### src/rtl/mc_ctrl_pkg.sv
// Shared definitions for the multi-cycle RISC-V sequencing controller.
// Holds the state encoding, opcode constants, the latched instruction-class
// encoding, ALUOp codes, and small helpers that map an opcode to its class
// and a class to its ALU operation and operand source.
package mc_ctrl_pkg;

    typedef enum logic [2:0] {
        StFetch     = 3'd0,
        StDecode    = 3'd1,
        StExecute   = 3'd2,
        StMem       = 3'd3,
        StWriteback = 3'd4,
        StError     = 3'd5
    } state_e;

    localparam logic [6:0] OpcR  = 7'b0110011;
    localparam logic [6:0] OpcI  = 7'b0010011;
    localparam logic [6:0] OpcLd = 7'b0000011;
    localparam logic [6:0] OpcSt = 7'b0100011;
    localparam logic [6:0] OpcBr = 7'b1100011;

    // ClsNone is the post-reset value before any instruction has been decoded.
    typedef enum logic [2:0] {
        ClsNone    = 3'd0,
        ClsR       = 3'd1,
        ClsI       = 3'd2,
        ClsLd      = 3'd3,
        ClsSt      = 3'd4,
        ClsBr      = 3'd5,
        ClsIllegal = 3'd6
    } iclass_e;

    localparam logic [1:0] AluOpMem    = 2'b00;
    localparam logic [1:0] AluOpBranch = 2'b01;
    localparam logic [1:0] AluOpArith  = 2'b10;

    function automatic iclass_e decode_opcode(input logic [6:0] op);
        case (op)
            OpcR:    return ClsR;
            OpcI:    return ClsI;
            OpcLd:   return ClsLd;
            OpcSt:   return ClsSt;
            OpcBr:   return ClsBr;
            default: return ClsIllegal;
        endcase
    endfunction

    function automatic logic [1:0] alu_op_of(input iclass_e cls);
        case (cls)
            ClsBr:        return AluOpBranch;
            ClsR, ClsI:   return AluOpArith;
            default:      return AluOpMem;
        endcase
    endfunction

    function automatic logic uses_imm(input iclass_e cls);
        return (cls == ClsI) || (cls == ClsLd) || (cls == ClsSt);
    endfunction

endpackage

### src/rtl/mem_wait_timer.sv
// Memory-wait watchdog counter.
// Ports:
//   clk      - system clock, rising edge
//   reset    - asynchronous active-low reset
//   clear    - synchronous clear of the wait count (takes priority)
//   enable   - count one more cycle of waiting
//   timeout  - high while the count equals TIMEOUT_CYCLES
module mem_wait_timer #(
    parameter int unsigned TIMEOUT_CYCLES = 255
) (
    input  logic clk,
    input  logic reset,
    input  logic clear,
    input  logic enable,
    output logic timeout
);

    localparam int unsigned CntW = $clog2(TIMEOUT_CYCLES + 1);
    localparam logic [CntW-1:0] Limit = CntW'(TIMEOUT_CYCLES);

    logic [CntW-1:0] count_q;

    // Saturates at Limit so the count never wraps back below the threshold.
    always_ff @(posedge clk or negedge reset) begin
        if (!reset) begin
            count_q <= '0;
        end else if (clear) begin
            count_q <= '0;
        end else if (enable && (count_q != Limit)) begin
            count_q <= count_q + CntW'(1);
        end
    end

    assign timeout = (count_q == Limit);

endmodule

### src/rtl/multicycle_control_fsm.sv
// Sequencing controller for a multi-cycle RISC-V datapath.
// Steps each instruction through FETCH/DECODE/EXECUTE/MEM/WRITEBACK,
// handshaking with variable-latency instruction and data memories.
// Ports:
//   clk, reset                 - clock and asynchronous active-low reset
//   opcode, zero               - IR opcode field and ALU zero flag
//   imem_ready, dmem_ready     - memory access complete this cycle
//   imem_req, ir_write         - fetch request / IR latch enable
//   pc_write, pc_src           - PC update enable / 0: PC+4, 1: branch target
//   reg_write, mem_to_reg      - register file write enable / writeback select
//   dmem_read, dmem_write      - data memory requests
//   alu_src, alu_op            - ALU operand select / operation class
//   state_o, error, retired    - debug state, sticky error, retired count
module multicycle_control_fsm
    import mc_ctrl_pkg::*;
#(
    parameter int unsigned TIMEOUT_CYCLES = 255,
    parameter int unsigned CNT_W          = 32
) (
    input  logic             clk,
    input  logic             reset,
    input  logic [6:0]       opcode,
    input  logic             zero,
    input  logic             imem_ready,
    input  logic             dmem_ready,
    output logic             imem_req,
    output logic             ir_write,
    output logic             pc_write,
    output logic             pc_src,
    output logic             reg_write,
    output logic             dmem_read,
    output logic             dmem_write,
    output logic             alu_src,
    output logic             mem_to_reg,
    output logic [1:0]       alu_op,
    output logic [2:0]       state_o,
    output logic             error,
    output logic [CNT_W-1:0] retired
);

    state_e          state_q, state_d;
    iclass_e         cls_q, cls_d;
    logic [CNT_W-1:0] retired_q;
    logic            retire;
    logic            waiting, ready_sel, timeout;

    // Only FETCH and MEM wait on a memory; ready elsewhere is ignored.
    assign waiting   = (state_q == StFetch) || (state_q == StMem);
    assign ready_sel = (state_q == StFetch) ? imem_ready : dmem_ready;

    mem_wait_timer #(
        .TIMEOUT_CYCLES(TIMEOUT_CYCLES)
    ) u_mem_wait_timer (
        .clk    (clk),
        .reset  (reset),
        .clear  (!waiting || ready_sel),
        .enable (waiting && !ready_sel),
        .timeout(timeout)
    );

    always_comb begin
        state_d = state_q;
        cls_d   = cls_q;
        retire  = 1'b0;
        unique case (state_q)
            StFetch: begin
                if (imem_ready) begin
                    state_d = StDecode;
                end else if (timeout) begin
                    state_d = StError;
                end
            end
            StDecode: begin
                cls_d   = decode_opcode(opcode);
                state_d = (cls_d == ClsIllegal) ? StError : StExecute;
            end
            StExecute: begin
                case (cls_q)
                    ClsBr: begin
                        retire  = 1'b1;
                        state_d = StFetch;
                    end
                    ClsLd, ClsSt: state_d = StMem;
                    default:      state_d = StWriteback;
                endcase
            end
            StMem: begin
                if (dmem_ready) begin
                    if (cls_q == ClsSt) begin
                        retire  = 1'b1;
                        state_d = StFetch;
                    end else begin
                        state_d = StWriteback;
                    end
                end else if (timeout) begin
                    state_d = StError;
                end
            end
            StWriteback: begin
                retire  = 1'b1;
                state_d = StFetch;
            end
            StError: state_d = StError;
            default: state_d = StError;
        endcase
    end

    always_ff @(posedge clk or negedge reset) begin
        if (!reset) begin
            state_q   <= StFetch;
            cls_q     <= ClsNone;
            retired_q <= '0;
        end else begin
            state_q <= state_d;
            cls_q   <= cls_d;
            if (retire) begin
                retired_q <= retired_q + CNT_W'(1);
            end
        end
    end

    // Outputs are gated by reset so nothing (not even imem_req) is asserted
    // while reset is held, even though the state register sits in FETCH.
    always_comb begin
        imem_req   = 1'b0;
        ir_write   = 1'b0;
        pc_write   = 1'b0;
        pc_src     = 1'b0;
        reg_write  = 1'b0;
        dmem_read  = 1'b0;
        dmem_write = 1'b0;
        alu_src    = 1'b0;
        mem_to_reg = 1'b0;
        alu_op     = 2'b00;
        error      = 1'b0;
        if (reset) begin
            unique case (state_q)
                StFetch: begin
                    imem_req = 1'b1;
                    ir_write = imem_ready;
                end
                StDecode: ;
                StExecute: begin
                    alu_src = uses_imm(cls_q);
                    alu_op  = alu_op_of(cls_q);
                    if (cls_q == ClsBr) begin
                        pc_write = 1'b1;
                        pc_src   = zero;
                    end
                end
                StMem: begin
                    alu_src    = uses_imm(cls_q);
                    alu_op     = alu_op_of(cls_q);
                    dmem_read  = (cls_q == ClsLd);
                    dmem_write = (cls_q == ClsSt);
                    pc_write   = (cls_q == ClsSt) && dmem_ready;
                end
                StWriteback: begin
                    alu_src    = uses_imm(cls_q);
                    alu_op     = alu_op_of(cls_q);
                    reg_write  = 1'b1;
                    mem_to_reg = (cls_q == ClsLd);
                    pc_write   = 1'b1;
                end
                StError: error = 1'b1;
                default: error = 1'b1;
            endcase
        end
    end

    assign state_o = state_q;
    assign retired = retired_q;

endmodule
### config.mk
export PLATFORM = sky130hd
export DESIGN_NAME = multicycle_control_fsm
export DESIGN_NICKNAME = d
export VERILOG_FILES = /design/src/rtl/mc_ctrl_pkg.sv /design/src/rtl/mem_wait_timer.sv /design/src/rtl/multicycle_control_fsm.sv
export SDC_FILE = /design/constraint.sdc
export NUM_CORES = 1
export LEC_CHECK = 0
export CORE_AREA = 2 2 68 87
export DETAILED_ROUTE_END_ITERATION = 7
export DIE_AREA = 0 0 70 89
export DONT_BUFFER_PORTS = 1
export PLACE_DENSITY = 0.68
export RECOVER_POWER = 100
export REMOVE_ABC_BUFFERS = 1
export SLEW_MARGIN = 20
export SYNTH_ARGS = -nofsm -noshare
export SYNTH_HDL_FRONTEND = slang
export SYNTH_SLANG_ARGS = --single-unit
### constraint.sdc
create_clock -name clk -period 2.7 [get_ports clk]
set_clock_uncertainty 0.2 [all_clocks]
set_input_delay 0.81 -clock clk [delete_from_list [all_inputs] [get_ports clk]]
set_output_delay 0.81 -clock clk [all_outputs]
set_load 0.005 [all_outputs]
# After elaboration in Yosys (flattened, before gate mapping)
# Cells that the tools add are included.
# word_totals
input_bits	12
reg_bits	46
elab_cells	78
output_inout_bits	47
# classes
n_addsub	2
n_reduce_logical	15
muxes	40
n_eq_ne	17
# ops
op	count
32-bit by 1-bit adder with 32-bit output (second input constant)	1
3-bit one-hot mux with 5 select lines	2
1-bit 2-to-1 mux	24
3-bit 2-to-1 mux	6
8-bit 2-to-1 mux	2
7-bit by 6-bit == test with 1-bit output (second input constant)	2
3-bit by 2-bit == test with 1-bit output (second input constant)	4
3-bit == test (second input constant)	4
8-bit by 1-bit adder with 8-bit output (second input constant)	1
8-bit == test (second input constant)	1
8-bit != test (second input constant)	1
7-bit by 2-bit == test with 1-bit output (second input constant)	1
7-bit by 5-bit == test with 1-bit output (second input constant)	1
7-bit == test (second input constant)	1
3-bit by 1-bit == test with 1-bit output (second input constant)	2
1-bit one-hot mux with 3 select lines	2
3-bit one-hot mux with 2 select lines	1
5-bit OR reduction	1
1-bit logical OR	4
2-bit 2-to-1 mux	2
2-bit one-hot mux with 2 select lines	1
2-bit OR reduction	2
1-bit logical AND	3
3-bit logical NOT	1
3 further kinds	4

# Longest topological paths before layout
# Gate-level depths: netlist of the first run.
# logic_depth
ltp_word	7
mapped_depth	8
depth_no_buf	6

# By module
# From an unflattened synthesis of the first run, not the netlist that was laid out.
# unflattened
cells_unflattened	260
area_unflattened_um2	2588.7
# modules_own_cells
module	cells_per_inst	n_inst	seq_area_each_um2	area_each_um2
multicycle_control_fsm	213	1	950.9	2114.5
mem_wait_timer	47	1	200.2	474.2

# Least setup slack after synthesis of the first run
# Ideal clock, no wire load.
# synth_path
path_kind	input -> output
start	input port dmem_ready
end	output port pc_write
path_buffers	0
slack_ns	0.179
stages	4
required_time_ns	1.690
t_arrival_ns	1.511
cell_sequence	nand4bb_1 -> o22ai_4 -> nor2_1 -> nor2_1
# synth_via
elab_chain_len	3
# synth_rtl
item	line_no	rtl
start: declaration	multicycle_control_fsm.sv:25	input logic dmem_ready,
1-bit logical AND	multicycle_control_fsm.sv:156	pc_write = (cls_q == ClsSt) && dmem_ready;
1-bit one-hot mux with 3 select lines	multicycle_control_fsm.sv:137	unique case (state_q)
1-bit 2-to-1 mux	multicycle_control_fsm.sv:136	if (reset) begin
end: declaration	multicycle_control_fsm.sv:28	output logic pc_write,
# Every way passes these cells.

# Worst setup path after layout of the first run
# layout_path
start	register state_q[1] (netlist: state_o[1])
end	output port pc_write
# layout_via
elab_chain_len	3
elab_cells_between_ends	5
classes_between	eq/ne (3); mux (2)
# layout_rtl
item	line_no	rtl
start: declaration	multicycle_control_fsm.sv:41	state_e state_q, state_d;
start signal: assignment	multicycle_control_fsm.sv:110	state_q <= StFetch;
start signal: assignment	multicycle_control_fsm.sv:114	state_q <= state_d;
3-bit == test or 3-bit by 2-bit == test with 1-bit output (tied branches)	multicycle_control_fsm.sv:137	
1-bit one-hot mux with 3 select lines (*)	multicycle_control_fsm.sv:137	
1-bit 2-to-1 mux (*)	multicycle_control_fsm.sv:136	
# Mark *: on every way between the ends. The rest lies on a longest branch, timed or not.

==> results_dict.tcl, run 1 <==
set metrics [dict create \
    status "completed" \
    clkLatencyLatePin_ns 0.30 \
    hold_viol 0 \
    ys_types 44 \
    grt_pass1_wl_microns 8540 \
    core_area_sq_um 5330 \
    syn_avg_cell_area_sq_um 10.0 \
    syn_to_final_growth_pct 8.20 \
    crit_fanout 11 \
    grt_pass1_vias 1786 \
    synth_ff_type "dfrtp_1" \
    postRouteAntennaNets 0 \
    fin_nets 270 \
    fmax_mhz 386 \
    finalSetupViolations 0 \
    yosys.area_share.simple 0.275 \
    die-area_sq_um 6230 \
    synth_top_area_frac 0.466 \
    peakVddDrop_v 0.000345 \
    grt_usage 0.169 \
    top_level_ports 59 \
    setup_ws_ns 0.110 \
    die_x_microns 70 \
    placed_cells 309 \
    synth_async_sr_flop_share 1.00 \
    drc_errors 0 \
    antennaDiodeCount 0 \
    synthTopCellsByArea "dfrtp_1 (47%), xnor2_1 (6.4%), xor2_1 (6.4%)" \
    clkTransAtPathRegs_ns 0.09 \
    fillers 503 \
    cts_made_buffers 5 \
    antenna_found_initial 0 \
    drt_wl_total_microns 4940 \
    overflow 0 \
    vias_per_cell 5.60 \
    synthCells 247 \
    cp_data_required_time_ns 1.69 \
    drt_iter0_markers 84 \
    fin_util 0.502 \
    crit_type "reg -> out" \
    ys.warnings.count 0 \
    synth_mux_area_frac 0.00911 \
    cts_root_buffer "clkbuf_8" \
    slew_headroom 0.238 \
    gp_congestion 0.773 \
    yosys_register_bits 46 \
    p_leak_nw 1.16 \
    period_minus_slack_ns 2.59 \
    die_h_microns 89 \
    end_kind "output port" \
    cp.arrival_ns 1.58 \
    pre_cts_ws_ns 0.175 \
    powerDensity_nw_per_um2 617 \
    drive_above_1_share 0.148 \
    synthAdderAreaFrac 0.0101 \
    cts-htree-levels 2 \
    max-clock-path-buffers 2 \
    slew_viol_final 0 \
    startpoint_type "register" \
    worst_slew_pin_slew_ns 1.14 \
    vias 1799 \
    clkSinkCount 46 \
    synth_top_family_by_area "simple AND/OR/NAND/NOR gates" \
    dp_hpwl_microns 3550 \
    hold_ws_ns 0.311 \
    synth.cell_area_sq_um 2470 \
    synth_edf_count 0 \
    hp-class "reg -> reg" \
    dr.pass1.iters 4 \
    synth-xor-area-share 0.128 \
    rows 30 \
    finalNonFillerCells 321 \
    io_buffer_count 0 \
    finalCritPeriodShare 0.959 \
    grt_max_degree 47 \
    initial_core_util 0.464 \
    yosys.area.top_type "dfrtp_1" \
    final_area_sq_um 2670 \
    cts_tree "done" \
    maxCapViolCount 0 \
    ys_seq_area_frac 0.466 \
    dpl_cell_area_sq_um 2540 \
    synth_compound_gate_area_share 0.0835 \
    routedWlPerCell_microns 15.4 \
]
==> critical path, cell delays in order, from the launching register on <==
cell and delay [ns]:
dfrtp_2 0.48, or3b_4 0.43, o22ai_4 0.14, nor2_1 0.10, nor2_1 0.13
==> Yosys cell counts (all sizes together) (2+ instances only) <==
| cell type | instances |
|---|---|
| and3 | 4 |
| and4 | 3 |
| inv | 9 |
| mux2 | 2 |
| xnor2 | 18 |
| nand3 | 10 |
| o311ai | 2 |
| nand4bb | 2 |
| o21a | 2 |
| nand2b | 3 |
| buf | 2 |
| dfrtp | 46 |
| nand3b | 4 |
| o211ai | 2 |
| nor2 | 32 |
| nand4 | 7 |
| xor2 | 18 |
| o21ai | 6 |
| a21oi | 6 |
| nor3 | 20 |
| ha | 2 |
| nor4 | 4 |
| clkbuf | 4 |
| nor2b | 5 |
| and2 | 4 |
| nand2 | 17 |
==> worst paths after layout <==
kind                        startpoint           to  slack (ns)  cells after the start
min in group asynchronous        reset     cls_q[1]        0.52                      1
setup / recovery            state_o[1]     pc_write        0.11                      4
hold reg to reg            retired[31]  retired[31]        0.31                      1
setup reg to reg            state_o[1]  retired[17]        0.43                      6
hold / removal             retired[31]  retired[31]        0.31                      1
max in group asynchronous        reset   state_o[2]        1.01                      1
==> metrics by stage <==
stage	power [mW]	setup TNS (ns)
6_report	1.65	0
5_1_grt	1.76	-0.00157
4_1_cts	1.67	0
3_5_place_dp	1.21	0
3_3_place_gp	1.21	0
2_1_floorplan	1.11	0
==> cells by family (layout without fill, tap and decap cells) <==
| logic type | Yosys count | in the layout |
|---|---|---|
| fa+ha+maj | 2 | 2 |
| flops | 46 | 46 |
| buf+inv | 15 | 25 |
| simple gates | 120 | 120 |
| compound gates | 26 | 26 |
| xor+xnor | 36 | 36 |
| mux | 2 | 2 |
==> metal layers <==
metal,GRT usage,vias up,wire length (microns)
li1,-,870,-
met1,0.222,865,2180
met2,0.282,60,2450
met3,0.0462,4,273
met4,0.0420,0,43
met5,0,-,0
==> placed cells by master, fill, tap and decap left out, drive strengths merged, types with 2 or more instances in the layout <==
cell type / instances
dfrtp: 46
nor2: 32
nor3: 20
xnor2: 18
xor2: 18
nand2: 17
nand3: 10
inv: 9
clkbuf: 8
buf: 7
nand4: 7
o21ai: 6
a21oi: 6
nor2b: 5
and3: 4
nand3b: 4
and2: 4
nor4: 4
and4: 3
nand2b: 3
o21a: 2
nand4bb: 2
o311ai: 2
mux2: 2
ha: 2
o211ai: 2
==> sequential cells by signal, indices dropped and copies added (netlist names) <==
register,count
retired,32
u_mem_wait_timer.count_q,8
cls_q,3
state_o,3
==> timing repair <==
| action | 4_1_cts | 5_1_grt |
|---|---|---|
| hold endpoints to repair | 46 | 0 |
| resized for setup | 0 | 5 |
| setup endpoints to repair | 0 | 4 |
| buffers inserted | 0 | 3 |
| hold buffers | 1 | 0 |
==> power breakdown <==
part           switching [mW]  internal, mW  leakage (nW)
clock                   0.225         0.207        0.0482
combinational           0.174         0.150         0.538
sequential              0.134         0.759         0.579
total                   0.533          1.12          1.16
==> final cells by class <==
class	instances	area, sq um	area share
multi-input cells	186	1260	0.470
flip-flops and latches	46	1150	0.432
clock buffers	7	86.3	0.0323
well taps	64	80.1	0.0299
repair buffers	8	57.6	0.0215
inverters	9	33.8	0.0126
clock inverters	1	5.00	0.00187
No activity file was read; power rests on OpenSTA's default activity.
==> run 2, diff against run 1 <==
Settings changed: CORE_AREA 2 2 68 87 to 2 2 70 88, DIE_AREA 0 0 70 89 to 0 0 72 90, PLACE_DENSITY 0.68 to 0.69, SYNTH_HIERARCHICAL from default to 1.
==> run 2 against run 1 <==
Register-to-register slack worse by 0.20 ns. Power fell by 24%. Area after synthesis up 4.8%. Sequential power decreased by 23%. Highest routed layer unchanged. Routed wire length grew 9.2%. Clock power rose by 22%. Design area increased by 6.2%. Global-route usage is 0.64 points higher. Via count is 7.7% higher. Cell count is 5.3% higher.
==> results_dict.tcl, run 2 <==
set metrics [dict create \
    rows 31 \
    syn_to_final_growth_pct 9.67 \
    synthTopCellsByArea "dfrtp_1 (44%), xor2_1 (8.5%), nand2_1 (3.3%)" \
    clkTransAtPathRegs_ns 0.09 \
    powerDensity_nw_per_um2 439 \
    top_level_ports 59 \
    synth.top_cells.by_count "dfrtp_1 (46), xor2_1 (25), nand2_1 (23)" \
    dpl_cell_area_sq_um 2710 \
    dp_hpwl_microns 3840 \
    final_common_cell "dfrtp_1" \
    cts_tree "done" \
    status "completed" \
    cp_data_required_time_ns 1.69 \
    cp_num_buf_inv 2 \
    grt_usage 0.176 \
    final_area_sq_um 2840 \
    overflow 0 \
    vias_per_cell 5.73 \
    grt_pass1_vias 1904 \
    gr-usage-met1 0.224 \
    synth_ff_type "dfrtp_1" \
    grt_pass1_wl_microns 9110 \
    top_usage_layer "met2" \
    maxCapViolCount 0 \
    initial_core_util 0.454 \
    hold_viol 0 \
    drt_wl_total_microns 5400 \
    fin_setup_tns_ns 0 \
    synth_edf_count 0 \
    die_h_microns 90 \
    synthCells 260 \
    vias 1938 \
    postRouteAntennaNets 0 \
    slew_viol_final 0 \
    peakVddDrop_v 0.000211 \
    gp_congestion 0.718 \
    synth_async_sr_flop_share 1.00 \
    grt_use_met2 0.288 \
    end_kind "output port" \
    yosys.area.top_type "dfrtp_1" \
    cp.arrival_ns 1.61 \
    crit_type "reg -> out" \
    synth.cell_area_sq_um 2590 \
    routedWlPerCell_microns 16.0 \
    final_cell_mix "dfrtp_1 (46), xor2_1 (25), nand2_1 (23), nor2_1 (14), nor3_1 (12)" \
    hold_ws_ns 0.292 \
    yosys_register_bits 46 \
    finalCritPeriodShare 0.969 \
    core_area_sq_um 5700 \
    drc_errors 0 \
    worst_slew_pin_slew_ns 1.14 \
    drive_above_1_share 0.162 \
    antenna_found_initial 0 \
    cp_slowest_cell "dfrtp_1" \
    synth_top_area_frac 0.445 \
    fin_nets 285 \
    crit_top_cell "buf_4" \
    largest_reg_flops 32 \
    clkSinkCount 46 \
    grt_max_degree 47 \
    syn_avg_cell_area_sq_um 9.96 \
    max-clock-path-buffers 2 \
    finalSetupViolations 0 \
    ys_types 57 \
    crit_fanout 12 \
    io_buffer_count 0 \
    period_minus_slack_ns 2.62 \
    dr.pass1.iters 4 \
    met3_usage 0.0493 \
    ys.warnings.count 6 \
    crit_family "simple AND/OR/NAND/NOR gates" \
    drt_iter0_markers 119 \
    fillers 541 \
    yosysMostFrequentCell "dfrtp_1" \
    placed_cells 328 \
    startpoint_type "register" \
    ys_seq_area_frac 0.445 \
    finalNonFillerCells 338 \
    cpPeakStageDelay_ns 0.38 \
    die_x_microns 72 \
    cts_made_buffers 5 \
    cts_root_buffer "clkbuf_8" \
    antennaDiodeCount 0 \
    hp-class "reg -> reg" \
    path_cells "buf_4, nor3b_4, buf_4, o21ai_0, nor3_1" \
    die-area_sq_um 6480 \
    clkLatencyLatePin_ns 0.30 \
    slew_headroom 0.240 \
    cts-htree-levels 2 \
    fmax_mhz 382 \
    p_leak_nw 1.25 \
]
[run 2: cell families after synthesis]
| group | share of synthesized area |
|---|---|
| AND/OR/NAND/NOR | 0.295 |
| flip-flops | 0.445 |
| AO/OA/AOI/OAI | 0.0909 |
| XOR/XNOR | 0.112 |
| buffers and inverters | 0.0300 |
| multiplexers | 0.0184 |
| adder cells (fa/ha/maj) | 0.00966 |
[run 2: timing repair]
| action | in CTS | in global routing |
|---|---|---|
| pin swaps | 0 | 2 |
| setup endpoints to repair | 1 | 3 |
| hold buffers | 1 | 0 |
| setup buffers | 0 | 1 |
| endpoints found under the hold margin | 46 | 0 |
| resized for setup | 1 | 1 |
[run 2: final timing paths]
check	start	endpoint	slack, ns	cells after the start
setup / recovery	state_o[1]	alu_op[1]	0.08	5
hold / removal	retired[31]	retired[31]	0.29	1
setup reg to reg	state_o[2]	retired[6]	0.23	7
hold reg to reg	retired[31]	retired[31]	0.29	1
max in group asynchronous	reset	u_mem_wait_timer/count_q[2]	1.09	1
min in group asynchronous	reset	cls_q[1]	0.51	1
[run 2: report_power, final]
group	internal (mW)	switching [mW]
Combinational	0.00680	0.0196
Clock	0.278	0.250
Sequential	0.690	0.00182
[run 2: final cells by class]
type / count / area [sq um] / area share
Inverter: 8 / 30.0 / 0.0106
Multi-Input combinational cell: 197 / 1370 / 0.483
Sequential cell: 46 / 1150 / 0.405
Clock buffer: 5 / 68.8 / 0.0242
Timing Repair Buffer: 13 / 91.3 / 0.0322
Clock inverter: 3 / 43.8 / 0.0154
Tap cell: 66 / 82.6 / 0.0291
[run 2: metrics by stage]
step,setup WS [ns],utilization,power [mW]
after CTS,0.0507,0.500,1.26
after global placement,0.0817,0.475,0.718
after floorplan,0.234,-,0.715
final,0.0824,0.498,1.25
after global routing,-0.00514,0.498,1.28
after detailed placement,0.0875,0.475,0.718
[run 2: metal layers]
layer | up-vias | routed length, microns
met3 | 2 | 283
met5 | - | 0
met1 | 940 | 2380
met4 | 0 | 36
met2 | 46 | 2700
li1 | 950 | -
==> run 3, diff against run 2 <==
Settings changed: RECOVER_POWER 100 to 50.
==> run 3 against run 2 <==
Register-to-register slack better by 0.08 ns. Clock-buffer cell count unchanged. Cell count unchanged. Non-clock buffer count unchanged. Global-route usage unchanged. Critical path depth unchanged. Sequential power about the same. Sequential share of layout area down 0.11 points. Via count up 0.62%. Clock power about the same. Critical path type unchanged.
==> results_dict.tcl, run 3 (same netlist as run 2, synthesis figures left out) <==
set metrics [dict create \
    status "completed" \
    end_kind "output port" \
    finalSetupViolations 0 \
    r2r_start "state_o[0]" \
    cts_made_buffers 5 \
    grt_max_degree 47 \
    worst_slew_pin_slew_ns 1.13 \
    antennaDiodeCount 0 \
    p_int_mw 0.974 \
    gp_congestion 0.718 \
    crit_type "reg -> out" \
    die_h_microns 90 \
    syn_to_final_growth_pct 9.96 \
    final_area_sq_um 2850 \
    dpl_cell_area_sq_um 2710 \
    cp_data_required_time_ns 1.69 \
    drt_wl_total_microns 5380 \
    cts_tree "done" \
    p_switching_mw 0.270 \
    fin_util 0.499 \
    dr.pass1.iters 4 \
    drc_errors 0 \
    die-area_sq_um 6480 \
    io_buffer_count 0 \
    cts-htree-levels 2 \
    final_cell_mix "dfrtp_1 (46), xor2_1 (25), nand2_1 (23), nor2_1 (14)" \
    cp.arrival_ns 1.60 \
    core_area_sq_um 5700 \
    hp-start "retired[31]" \
    fin_nets 285 \
    drt_iter0_markers 112 \
    drive_above_1_share 0.169 \
    vias_per_cell 5.77 \
    reg2reg_to "u_mem_wait_timer/count_q[3]" \
    hp-class "reg -> reg" \
    initial_core_util 0.454 \
    clkSinkCount 46 \
    dp_hpwl_microns 3840 \
    grt_usage 0.176 \
    rrSetupSlack_ns 0.31 \
    powerDensity_nw_per_um2 437 \
    largest_reg_flops 32 \
    crit_fanout 12 \
    fmax_mhz 383 \
    power_frac_seq 0.556 \
    worst_hold_path.endpoint "retired[31]" \
    slew_headroom 0.243 \
    period_minus_slack_ns 2.61 \
    overflow 0 \
    ff2ff_path_depth 7 \
    vias 1950 \
    antenna_found_initial 0 \
    slew_viol_final 0 \
    postRouteAntennaNets 0 \
    grt_pass1_wl_microns 9110 \
    finalCritPeriodShare 0.968 \
    swShare 0.217 \
    peakVddDrop_v 0.000211 \
    final_common_cell "dfrtp_1" \
    top_level_ports 59 \
    grt_pass1_vias 1904 \
    fin_setup_tns_ns 0 \
    die_x_microns 72 \
    finalNonFillerCells 338 \
    routedWlPerCell_microns 15.9 \
    startpoint_type "register" \
    min_path_cells 1 \
    cts_root_buffer "clkbuf_8" \
    power_frac_comb 0.021 \
    hold_viol 0 \
    max-clock-path-buffers 2 \
    power_frac_clock 0.423 \
    p_leak_nw 1.25 \
    maxCapViolCount 0 \
    clkTransAtPathRegs_ns 0.09 \
    placed_cells 328 \
    clkLatencyLatePin_ns 0.30 \
    rows 31 \
]
## run 3: cell types whose count changed in the layout (fill, tap and decap cells not counted), sizes merged
cell    previous run  this run
clkbuf             8         6
buf               10        12
## run 3: how the worst max path moves through the flow
| stage | startpoint | to | slack, ns | depth (start not counted) |
|---|---|---|---|---|
| global route | state_o[1] | alu_op[1] | -0.005 | 5 |
| CTS | state_o[1] | alu_op[1] | 0.05 | 5 |
| detailed placement | dmem_ready | retired[6] | 0.09 | 6 |
| finish | state_o[1] | alu_op[1] | 0.09 | 5 |
| global placement | dmem_ready | retired[6] | 0.08 | 6 |
| floorplan | imem_ready | u_mem_wait_timer/count_q[3] | 0.23 | 6 |
## run 3: final cells by class
cell class                      instances  area [sq um]
Sequential cell                        46          1150
Clock buffer                            5          68.8
Timing Repair Buffer                   13          95.1
Inverter                                8          30.0
Multi-Input combinational cell        197          1380
Clock inverter                          3          43.8
Tap cell                               66          82.6
Fill cell                             539          2860
## run 3: what timing repair did
| action | CTS | global route |
|---|---|---|
| gates resized for setup | 1 | 1 |
| hold endpoints to repair | 46 | 0 |
| buffers inserted | 0 | 1 |
| setup endpoints to repair | 1 | 3 |
| cloned | 0 | 0 |
| hold buffers | 1 | 0 |
| pin swaps | 0 | 2 |
## run 3: worst max-delay path, cell delays in order, from the launching register on
cell	delay, ns
dfrtp_1	0.38
buf_4	0.18
nor3b_4	0.20
buf_4	0.15
o21ai_0	0.11
nor3_1	0.27
## run 3: per-layer routing
metal,vias up,share of wire,routed length [microns],GRT usage
li1,952,-,-,-
met1,950,0.44,2360,0.224
met2,46,0.50,2710,0.288
met3,2,0.050,271,0.0493
met4,0,0.0067,36,0.0519
met5,-,0,0,0
## run 3: per-stage QoR
step | hold slack [ns] | total power [mW] | worst slack (ns)
global placement | 0.282 | 0.718 | 0.0817
finish | 0.292 | 1.24 | 0.0859
CTS | 0.148 | 1.26 | 0.0507
floorplan | 0.265 | 0.715 | 0.234
global route | 0.340 | 1.28 | -0.00514
detailed placement | 0.291 | 0.718 | 0.0875
## run 3: power groups by stage
stage	Clock (mW)	Combinational (mW)	Sequential, mW
after floorplan	0	0.0104	0.705
after CTS	0.536	0.0322	0.691
after detailed placement	0	0.0132	0.705
after global placement	0	0.0131	0.705
final	0.526	0.0266	0.691
after global routing	0.556	0.0318	0.692
